===== src/rtl/cmd_pkg.sv =====
// Shared types and default constants for the UART command parser.
package cmd_pkg;

  typedef enum logic [2:0] {
    IDLE,
    ARGS,
    SEND,
    WAIT_BUSY,
    WAIT_IDLE
  } state_t;

  localparam logic [7:0] NAK_BYTE_DEF = 8'h15;
  localparam logic [7:0] OP_FIRST_DEF = 8'h41;
  localparam logic [7:0] OP_LAST_DEF  = 8'h43;

endpackage


===== src/rtl/cmd_tx_seq.sv =====
// Transmit sequencer: sends a loaded byte vector MSB-first, one byte per
// transmitter handshake (send, wait for busy, wait for idle).
module cmd_tx_seq
  import cmd_pkg::*;
#(
  parameter int unsigned ARG_BYTES = 1,
  localparam int unsigned CW = $clog2(ARG_BYTES + 2),
  localparam int unsigned VW = 8 * (ARG_BYTES + 1)
) (
  input  logic          clk,
  input  logic          rst,
  input  logic          load,
  input  logic [CW-1:0] count,
  input  logic [VW-1:0] bytes,
  input  logic          tx_active,
  output logic          tx_send,
  output logic [7:0]    tx_data,
  output logic          done
);

  state_t        state;
  logic [VW-1:0] pend;
  logic [CW-1:0] remaining;

  // Combinational so the parser can return to IDLE on the same edge we do.
  assign done = (state == WAIT_IDLE) && !tx_active && (remaining == '0);

  // Handshake FSM; tx_send is only raised from SEND, so each byte goes out once.
  always_ff @(posedge clk) begin
    if (rst) begin
      state     <= IDLE;
      pend      <= '0;
      remaining <= '0;
      tx_send   <= 1'b0;
      tx_data   <= '0;
    end else begin
      tx_send <= 1'b0;
      case (state)
        IDLE: begin
          if (load) begin
            pend      <= bytes;
            remaining <= count;
            state     <= SEND;
          end
        end
        SEND: begin
          if (!tx_active) begin
            tx_data   <= pend[VW-1 -: 8];
            pend      <= pend << 8;
            remaining <= remaining - CW'(1);
            tx_send   <= 1'b1;
            state     <= WAIT_BUSY;
          end
        end
        WAIT_BUSY: begin
          if (tx_active) state <= WAIT_IDLE;
        end
        WAIT_IDLE: begin
          if (!tx_active) state <= (remaining != '0) ? SEND : IDLE;
        end
        default: state <= IDLE;
      endcase
    end
  end

endmodule


===== src/rtl/cmd_parser.sv =====
// UART command parser: opcode byte plus ARG_BYTES argument bytes, with
// inter-byte timeout, NAK on errors and optional echo of each command.
module cmd_parser
  import cmd_pkg::*;
#(
  parameter int unsigned ARG_BYTES   = 1,
  parameter logic [7:0]  OP_FIRST    = OP_FIRST_DEF,
  parameter logic [7:0]  OP_LAST     = OP_LAST_DEF,
  parameter int unsigned TIMEOUT_CYC = 1000000,
  parameter bit          ECHO        = 1'b1,
  parameter logic [7:0]  NAK_BYTE    = NAK_BYTE_DEF
) (
  input  logic                     clk,
  input  logic                     rst,
  input  logic                     rx_data_ready,
  input  logic [7:0]               rx_data,
  input  logic                     tx_active,
  output logic                     cmd_ready,
  output logic [8+8*ARG_BYTES-1:0] cmd,
  output logic                     cmd_err,
  output logic                     tx_send,
  output logic [7:0]               tx_data
);

  localparam int unsigned AW    = $clog2(ARG_BYTES + 1);
  localparam int unsigned TW    = (TIMEOUT_CYC > 0) ? $clog2(TIMEOUT_CYC + 1) : 1;
  localparam int unsigned CW    = $clog2(ARG_BYTES + 2);
  localparam int unsigned AGW   = 8 * ARG_BYTES;
  localparam int unsigned CMD_W = 8 + AGW;

  localparam logic [AW-1:0] LAST_IDX   = AW'(ARG_BYTES - 1);
  localparam logic [TW-1:0] TIMER_LAST = TW'((TIMEOUT_CYC > 0) ? TIMEOUT_CYC - 1 : 0);
  localparam logic [CW-1:0] ECHO_CNT   = CW'(ARG_BYTES + 1);
  localparam logic [CW-1:0] NAK_CNT    = CW'(1);

  state_t           state;
  logic [7:0]       opcode;
  logic [AGW-1:0]   args;
  logic [AGW-1:0]   args_next;
  logic [AGW+7:0]   args_ext;
  logic [AW-1:0]    arg_idx;
  logic [TW-1:0]    timer;
  logic             op_ok;
  logic             last_arg;
  logic             expired;
  logic             load;
  logic [CW-1:0]    load_count;
  logic [CMD_W-1:0] load_bytes;
  logic             tx_done;

  // Decode the incoming byte and build the load request for the tx sequencer
  // in the same cycle, so the first tx_send lands two cycles after the byte.
  always_comb begin
    op_ok      = (rx_data >= OP_FIRST) && (rx_data <= OP_LAST);
    args_ext   = {args, rx_data};
    args_next  = args_ext[AGW-1:0];
    last_arg   = (arg_idx == LAST_IDX);
    expired    = (TIMEOUT_CYC != 0) && (timer == TIMER_LAST);
    load       = 1'b0;
    load_count = '0;
    load_bytes = '0;
    case (state)
      IDLE: begin
        if (rx_data_ready && !op_ok) begin
          load       = 1'b1;
          load_count = NAK_CNT;
          load_bytes = {NAK_BYTE, {AGW{1'b0}}};
        end
      end
      ARGS: begin
        if (rx_data_ready) begin
          if (last_arg && ECHO) begin
            load       = 1'b1;
            load_count = ECHO_CNT;
            load_bytes = {opcode, args_next};
          end
        end else if (expired) begin
          load       = 1'b1;
          load_count = NAK_CNT;
          load_bytes = {NAK_BYTE, {AGW{1'b0}}};
        end
      end
      default: ;
    endcase
  end

  // Parser FSM and inter-byte timer; SEND covers the whole tx sequence
  // and ends when the sequencer reports done.
  always_ff @(posedge clk) begin
    if (rst) begin
      state     <= IDLE;
      opcode    <= '0;
      args      <= '0;
      arg_idx   <= '0;
      timer     <= '0;
      cmd       <= '0;
      cmd_ready <= 1'b0;
      cmd_err   <= 1'b0;
    end else begin
      cmd_ready <= 1'b0;
      cmd_err   <= 1'b0;
      case (state)
        IDLE: begin
          if (rx_data_ready) begin
            if (op_ok) begin
              opcode  <= rx_data;
              arg_idx <= '0;
              timer   <= '0;
              state   <= ARGS;
            end else begin
              cmd_err <= 1'b1;
              state   <= SEND;
            end
          end
        end
        ARGS: begin
          if (rx_data_ready) begin
            args    <= args_next;
            arg_idx <= arg_idx + AW'(1);
            timer   <= '0;
            if (last_arg) begin
              cmd       <= {opcode, args_next};
              cmd_ready <= 1'b1;
              arg_idx   <= '0;
              state     <= ECHO ? SEND : IDLE;
            end
          end else if (expired) begin
            cmd_err <= 1'b1;
            arg_idx <= '0;
            timer   <= '0;
            state   <= SEND;
          end else if (timer != '1) begin
            timer <= timer + TW'(1);
          end
        end
        SEND: begin
          if (tx_done) state <= IDLE;
        end
        default: state <= IDLE;
      endcase
    end
  end

  cmd_tx_seq #(
    .ARG_BYTES(ARG_BYTES)
  ) u_tx_seq (
    .clk       (clk),
    .rst       (rst),
    .load      (load),
    .count     (load_count),
    .bytes     (load_bytes),
    .tx_active (tx_active),
    .tx_send   (tx_send),
    .tx_data   (tx_data),
    .done      (tx_done)
  );

endmodule


===== config.mk =====
export PLATFORM = sky130hd
export DESIGN_NAME = cmd_parser
export DESIGN_NICKNAME = d
export VERILOG_FILES = /design/src/rtl/cmd_pkg.sv /design/src/rtl/cmd_tx_seq.sv /design/src/rtl/cmd_parser.sv
export SDC_FILE = /design/constraint.sdc
export NUM_CORES = 1
export LEC_CHECK = 0
export BUFFER_PORTS_ARGS = -buffer_cell sky130_fd_sc_hd__buf_2
export CORE_MARGIN = 4
export CORE_UTILIZATION = 40
export DETAILED_ROUTE_END_ITERATION = 12
export GPL_TIMING_DRIVEN = 0
export SETUP_SLACK_MARGIN = 0.4
export SYNTH_ARGS = -nofsm -noshare
export SYNTH_HDL_FRONTEND = slang
export SYNTH_SLANG_ARGS = --single-unit

===== constraint.sdc =====
create_clock -name clk -period 2.5 [get_ports clk]
set_input_delay 0.125 -clock clk [delete_from_list [all_inputs] [get_ports clk]]
set_output_delay 0.125 -clock clk [all_outputs]
set_load 0.03 [all_outputs]

After elaboration in Yosys (flattened, before gate mapping) --
Index checks and enable logic that the tools add are counted.
Storage, ports and cells: word-level logic and storage cells 112, output and inout port bits 27, register bits after elaboration 80
Cells by class: add/sub/neg operators 3, bitwise gates (word level) 5, magnitude comparators 2, multiplexer cells 51, equal/unequal tests 17, reduce and logical (&&, ||, !) cells 22
Operator list (count):
- 20-bit two-way mux | 5
- 16-bit two-way mux | 4
- 16-bit one-hot mux with 2 select lines | 2
- 20-bit one-hot mux with 2 select lines | 1
- 3-bit two-way mux | 9
- 13-bit two-way mux | 2
- 20-bit by 1-bit adder with 20-bit output (second input constant) | 1
- 20-bit equality test (second input constant) | 1
- 20-bit inequality test (second input constant) | 1
- 4-bit AND reduction | 4
- 1-bit two-way mux | 15
- 2-bit inequality test (second input constant) | 7
- 2-bit two-way mux | 6
- 3-bit one-hot mux with 4 select lines | 1
- 3-bit by 2-bit equality test with 1-bit output (second input constant) | 3
- 3-bit one-hot mux with 3 select lines | 1
- 3-bit AND reduction | 3
- 8-bit by 7-bit >= comparator with 1-bit output (second input constant) | 1
- 8-bit by 7-bit less-or-equal comparator with 1-bit output (second input constant) | 1
- 2-bit one-hot mux with 2 select lines | 2
- 3-bit logical NOT | 2
- 3-bit inequality test (second input constant) | 2
- 1-bit one-hot mux with 2 select lines | 3
- 2-bit nonzero test | 3
- 12 further kinds | 20

Logic depth before layout (Yosys ltp) --
depth after elaboration 8, gate-level depth with buffers 7

By module --
A second synthesis with hierarchy kept.
Unflattened totals: cells, all modules 434, area total of the unflattened synthesis 3841.2 um2
By module, submodules not included:
- cmd_parser | seq. area each 960.9 um2, instances 1, cells each 279, area each 2379.8 um2
- cmd_tx_seq | seq. area each 600.6 um2, instances 1, cells each 155, area each 1461.4 um2

Worst setup path before layout --
OpenSTA, ideal clock, no wires.
path type flip-flop to flip-flop, from reg timer[11], to reg u_tx_seq.remaining[1], buffers on the path 1, stages on the path, launching flop included 7, path slack 0.331 ns, arrival 2.048 ns, cell sequence dfxtp_1 clkbuf_1 nor4b_1 nand4_1 o31ai_2 a21oi_2 o311a_1
Between the ends: word-level cells in the longest chain between the ends 6
RTL lines:
- start, declared | RTL line cmd_parser.sv:42 | logic [TW-1:0] timer;
- start signal, assigned | RTL line cmd_parser.sv:133 | timer <= timer + TW'(1);
- 20-bit equality test | RTL line cmd_parser.sv:58 | expired = (TIMEOUT_CYC != 0) && (timer == TIMER_LAST);
- 1-bit two-way mux | RTL line cmd_parser.sv:77 | end else if (expired) begin
- 1-bit two-way mux | RTL line cmd_parser.sv:71 | if (rx_data_ready) begin
- 1-bit one-hot mux with 2 select lines | RTL line cmd_parser.sv:62 | case (state)
- 2-bit inequality test (no line)
- 3-bit AND reduction (no line)
- end signal, assigned | RTL line cmd_tx_seq.sv:42 | remaining <= count;
- end signal, assigned | RTL line cmd_tx_seq.sv:50 | remaining <= remaining - CW'(1);
- end, declared | RTL line cmd_tx_seq.sv:23 | logic [CW-1:0] remaining;
Every way passes these cells. A chain may end at the register's enable or synchronous reset.

Worst setup path in the final report --
from reg timer[0], to reg u_tx_seq.remaining[1]
Same word-level chain as after synthesis.

==> out/results.txt <==
The logs give 0 for the number of antenna violations at the first check in global routing and 0.42 ns for the worst-case register-to-register setup slack. The aggregate global-route resource usage was 18.3%. For the final non-filler cell total, the log shows 582.

The synthesized design devotes to its leading area cell type 45.2% of total area. Entering global routing, the biggest net connects 15 pins. The H-tree was split into 3 levels. After synthesis, the cell types taking the most area are sky130_fd_sc_hd__dfxtp_1, sky130_fd_sc_hd__nand2_1, sky130_fd_sc_hd__a21oi_1, sky130_fd_sc_hd__xnor2_1, sky130_fd_sc_hd__nor2_1. Dividing total power by cell area gives a power density of 596 nW/um2. The area of the mapped netlist is 3460 um2, and the number of buffers added by the clock tree synthesis step is 9. The worst hold path passes through 3 cells.

For this design the static power due to leakage is 1.53 nW. At the end of routability-driven placement, the weighted congestion stood at 0.854. Critical path class: reg -> reg. The final worst-path cycle share works out to 83.1%. Cells with a size suffix above 1 make up 23.9% of the layout. Of all nets on the critical path, the largest fanout is 5. The clock passes through at most 2 buffers. The run gives 290 uV as the worst vdd rail ir drop.

The first detailed-routing pass took 4 iterations. Each instance of the synthesized netlist takes up on average 8.39 um2. The hold violation total from the final report is 0, and the flop and latch count out of synthesis is 78.

The post-layout minimum cycle time works out to 2.08 ns. The top achievable clock speed was 481 MHz; the total power was 2.55 mW. Clock tree synthesis found a total of 78 sinks. For this configuration, the core starts out at a cell density of 41.6%. The floorplan step set the die height to 101 um. The number of buffer cells added on primary ports was 37.

The worst setup path is launched from a flip-flop. The clock reaches the later pin of the worst-skew pair after 0.35 ns. Detailed placement ended at an HPWL of 6280 um. The detailed router finished its first iteration with 183 violations. The clock input transition at the sequential cells of the worst setup and hold paths came out at 0.09 ns. The worst register-to-register path begins at timer[0]. The endpoint of the worst hold-timing path is cmd[4]. The growth of design area from synthesis to finish works out to 24.0%.

For this run, the leading register cell type out of synthesis is sky130_fd_sc_hd__dfxtp_1. The accumulated negative setup slack was 0 ns. The number of enable flip-flop cells after synthesis came out at 0.

The path class of the tightest hold or removal check is in -> reg. The run gives 9100 um as the wire length after detailed routing. In this run the remaining antenna-violating nets after routing total 0.

The actual transition at the worst max-transition pin is 0.789 ns. Detailed routing inserted a total of 3167 vias. The flow ran to the end, and the final reports show no timing, DRC or antenna violations. The routed length per instance was 15.6 um; the number of vias per cell was 5.44.

The critical register-to-register path endpoint is u_tx_seq.remaining[1]. The region available for standard cell placement spans 8300 um2. The final-report setup violation count is 0. TritonCTS built the clock tree. The run gives 0 as the max-slew violation count.

The number of antenna diodes in the final layout is 0. The tools report the hold-fix buffer count after cts as 0. The floorplan step set the die width to 101 um.

In the routed design, unresolved DRC markers number 0. The depth of the worst register-to-register path came out at 6. The Yosys step of the flow raised 0 warnings. The number of nets in the layout was 486; the total of max-cap violations was 0.

The tools report the worst min-delay path startpoint as rx_data[4]. The run gives 39 as the number of ports placed on the die boundary. In this run, placement finished with an instance count of 554.

Setup repair after global routing could not meet its margin everywhere. Of the synthesized area, sequential elements account for 45.2%. After floorplanning, the core was divided into 33 placement rows. The data arrival at the endpoint of the critical path was 2.32 ns; the worst hold margin was 0.0286 ns. The first global-routing pass estimated 14700 um of wire. The filler cells instantiated in the layout total 799. The relative max-transition margin is 47.1%, and the share of synthesized registers carrying an async set or reset is 0%. The largest total area in the synthesized netlist belongs to sky130_fd_sc_hd__dfxtp_1. For the gate count after technology mapping, the log shows 412. In this run the clock root is driven by a sky130_fd_sc_hd__clkbuf_8. On the final layout, the worst clock skew is 0.0140 ns.

The synthesized net count came out at 426. The number of different library cells used by synthesis comes to 52. The logs give 2993 for the number of global-route vias before repair and 10200 um2 for the area of the die. For this run the aggregate overflow at the end of global routing stands at 0. The worst setup path is captured at a flip-flop.

Data required time at the worst endpoint: 2.74 ns.
==> stage by stage <==
step / util, % / cell area [um2] / setup WS (ns)
after floorplan: - / 3480 / 0.412
after global placement: 45.7 / 3790 / -0.207
after detailed placement: 45.7 / 3790 / -0.183
after CTS: 49.9 / 4140 / 0.315
after global routing: 51.6 / 4290 / 0.311
final: 51.6 / 4290 / 0.423
==> cells by family after synthesis <==
kind of cell             share of synthesized area [%]
flip-flops                                        45.2
adder cells (fa/ha/maj)                          0.724
AO/OA/AOI/OAI                                     18.1
XOR/XNOR                                          3.29
buffers and inverters                             3.69
multiplexers                                      2.21
AND/OR/NAND/NOR                                   26.8
==> cell usage after synthesis, drive strengths merged, types with 8 or more instances <==
library cell,number
o21ai,9
a21oi,48
nand4,14
nor2,30
nand2,64
nand3,13
nor3,9
and2,8
xnor2,13
dfxtp,78
clkbuf,23
==> flip-flops by register name (all words and copies together), names as in the netlist <==
| name | flops |
|---|---|
| cmd | 16 |
| cmd_err | 1 |
| cmd_ready | 1 |
| opcode | 8 |
| state | 2 |
| timer | 20 |
| u_tx_seq.pend | 16 |
| u_tx_seq.remaining | 2 |
| u_tx_seq.state | 3 |
| u_tx_seq.tx_data | 8 |
| u_tx_seq.tx_send | 1 |
==> worst max-delay path, cell delays in order, from the launching register on <==
cell and delay (ns):
sky130_fd_sc_hd__dfxtp_2 0.37, sky130_fd_sc_hd__ha_2 0.21, sky130_fd_sc_hd__and3_1 0.23, sky130_fd_sc_hd__nand4_1 0.25, sky130_fd_sc_hd__o31ai_4 0.38, sky130_fd_sc_hd__a21oi_4 0.16
sky130_fd_sc_hd__o311a_1 0.38
==> placed cells by master (no fill, tap or decap), drive strengths merged, types with 3 or more instances in the layout <==
master / Yosys / routed
nand4: 14 / 14
a32o: 3 / 3
a21oi: 48 / 49
and2: 8 / 8
and4: 3 / 3
o41ai: 5 / 5
buf: 4 / 52
nor4: 7 / 7
nand2b: 5 / 5
nand2: 64 / 64
o221ai: 3 / 3
mux2: 5 / 5
clkbuf: 23 / 33
nor2: 30 / 30
xnor2: 13 / 13
o211ai: 7 / 7
nor2b: 6 / 6
a211oi: 7 / 7
o21ai: 9 / 9
dfxtp: 78 / 78
nor3: 9 / 9
nand3: 13 / 13
inv: 7 / 9
or3: 5 / 5
and3: 5 / 5
==> repair_timing <==
action | CTS | global route
buffers inserted | 7 | 4
endpoints found under the setup margin | 48 | 45
gates resized for setup | 14 | 47
cloned | 0 | 1
pin swaps | 7 | 7
==> power breakdown <==
part / total [mW] / switching (mW) / leakage [nW] / internal [mW]
registers: 1.27 / 0.00729 / 0.633 / 1.26
clock network: 1.05 / 0.484 / 0.104 / 0.570
logic: 0.236 / 0.155 / 0.797 / 0.0802
==> cell type report <==
type | count | area (um2) | share of cell area [%]
multi-input combinational | 301 | 1940 | 45.3
clock buffer | 10 | 128 | 2.98
inverter | 7 | 26.3 | 0.613
tap | 105 | 131 | 3.07
clock inverter | 6 | 92.6 | 2.16
timing repair buffer | 48 | 268 | 6.25
sequential | 78 | 1570 | 36.7
buffer | 27 | 128 | 2.98
==> how the worst max path moves through the flow <==
stage / start / endpoint / slack, ns / cells after the start
2_1_floorplan: timer[4] / u_tx_seq.remaining[0] / 0.41 / 5
3_3_place_gp: timer[4] / u_tx_seq.remaining[0] / -0.21 / 5
3_5_place_dp: timer[4] / u_tx_seq.remaining[0] / -0.18 / 5
4_1_cts: timer[5] / u_tx_seq.remaining[0] / 0.31 / 5
5_1_grt: timer[12] / u_tx_seq.remaining[0] / 0.31 / 6
6_report: timer[0] / u_tx_seq.remaining[1] / 0.42 / 6
==> per-layer routing <==
layer	track usage [%]	wire (um)
met5	0	0
met4	6.65	170
met1	25.1	4390
met2	28.6	4100
met3	3.46	436
(Power assumes the default switching activity.)
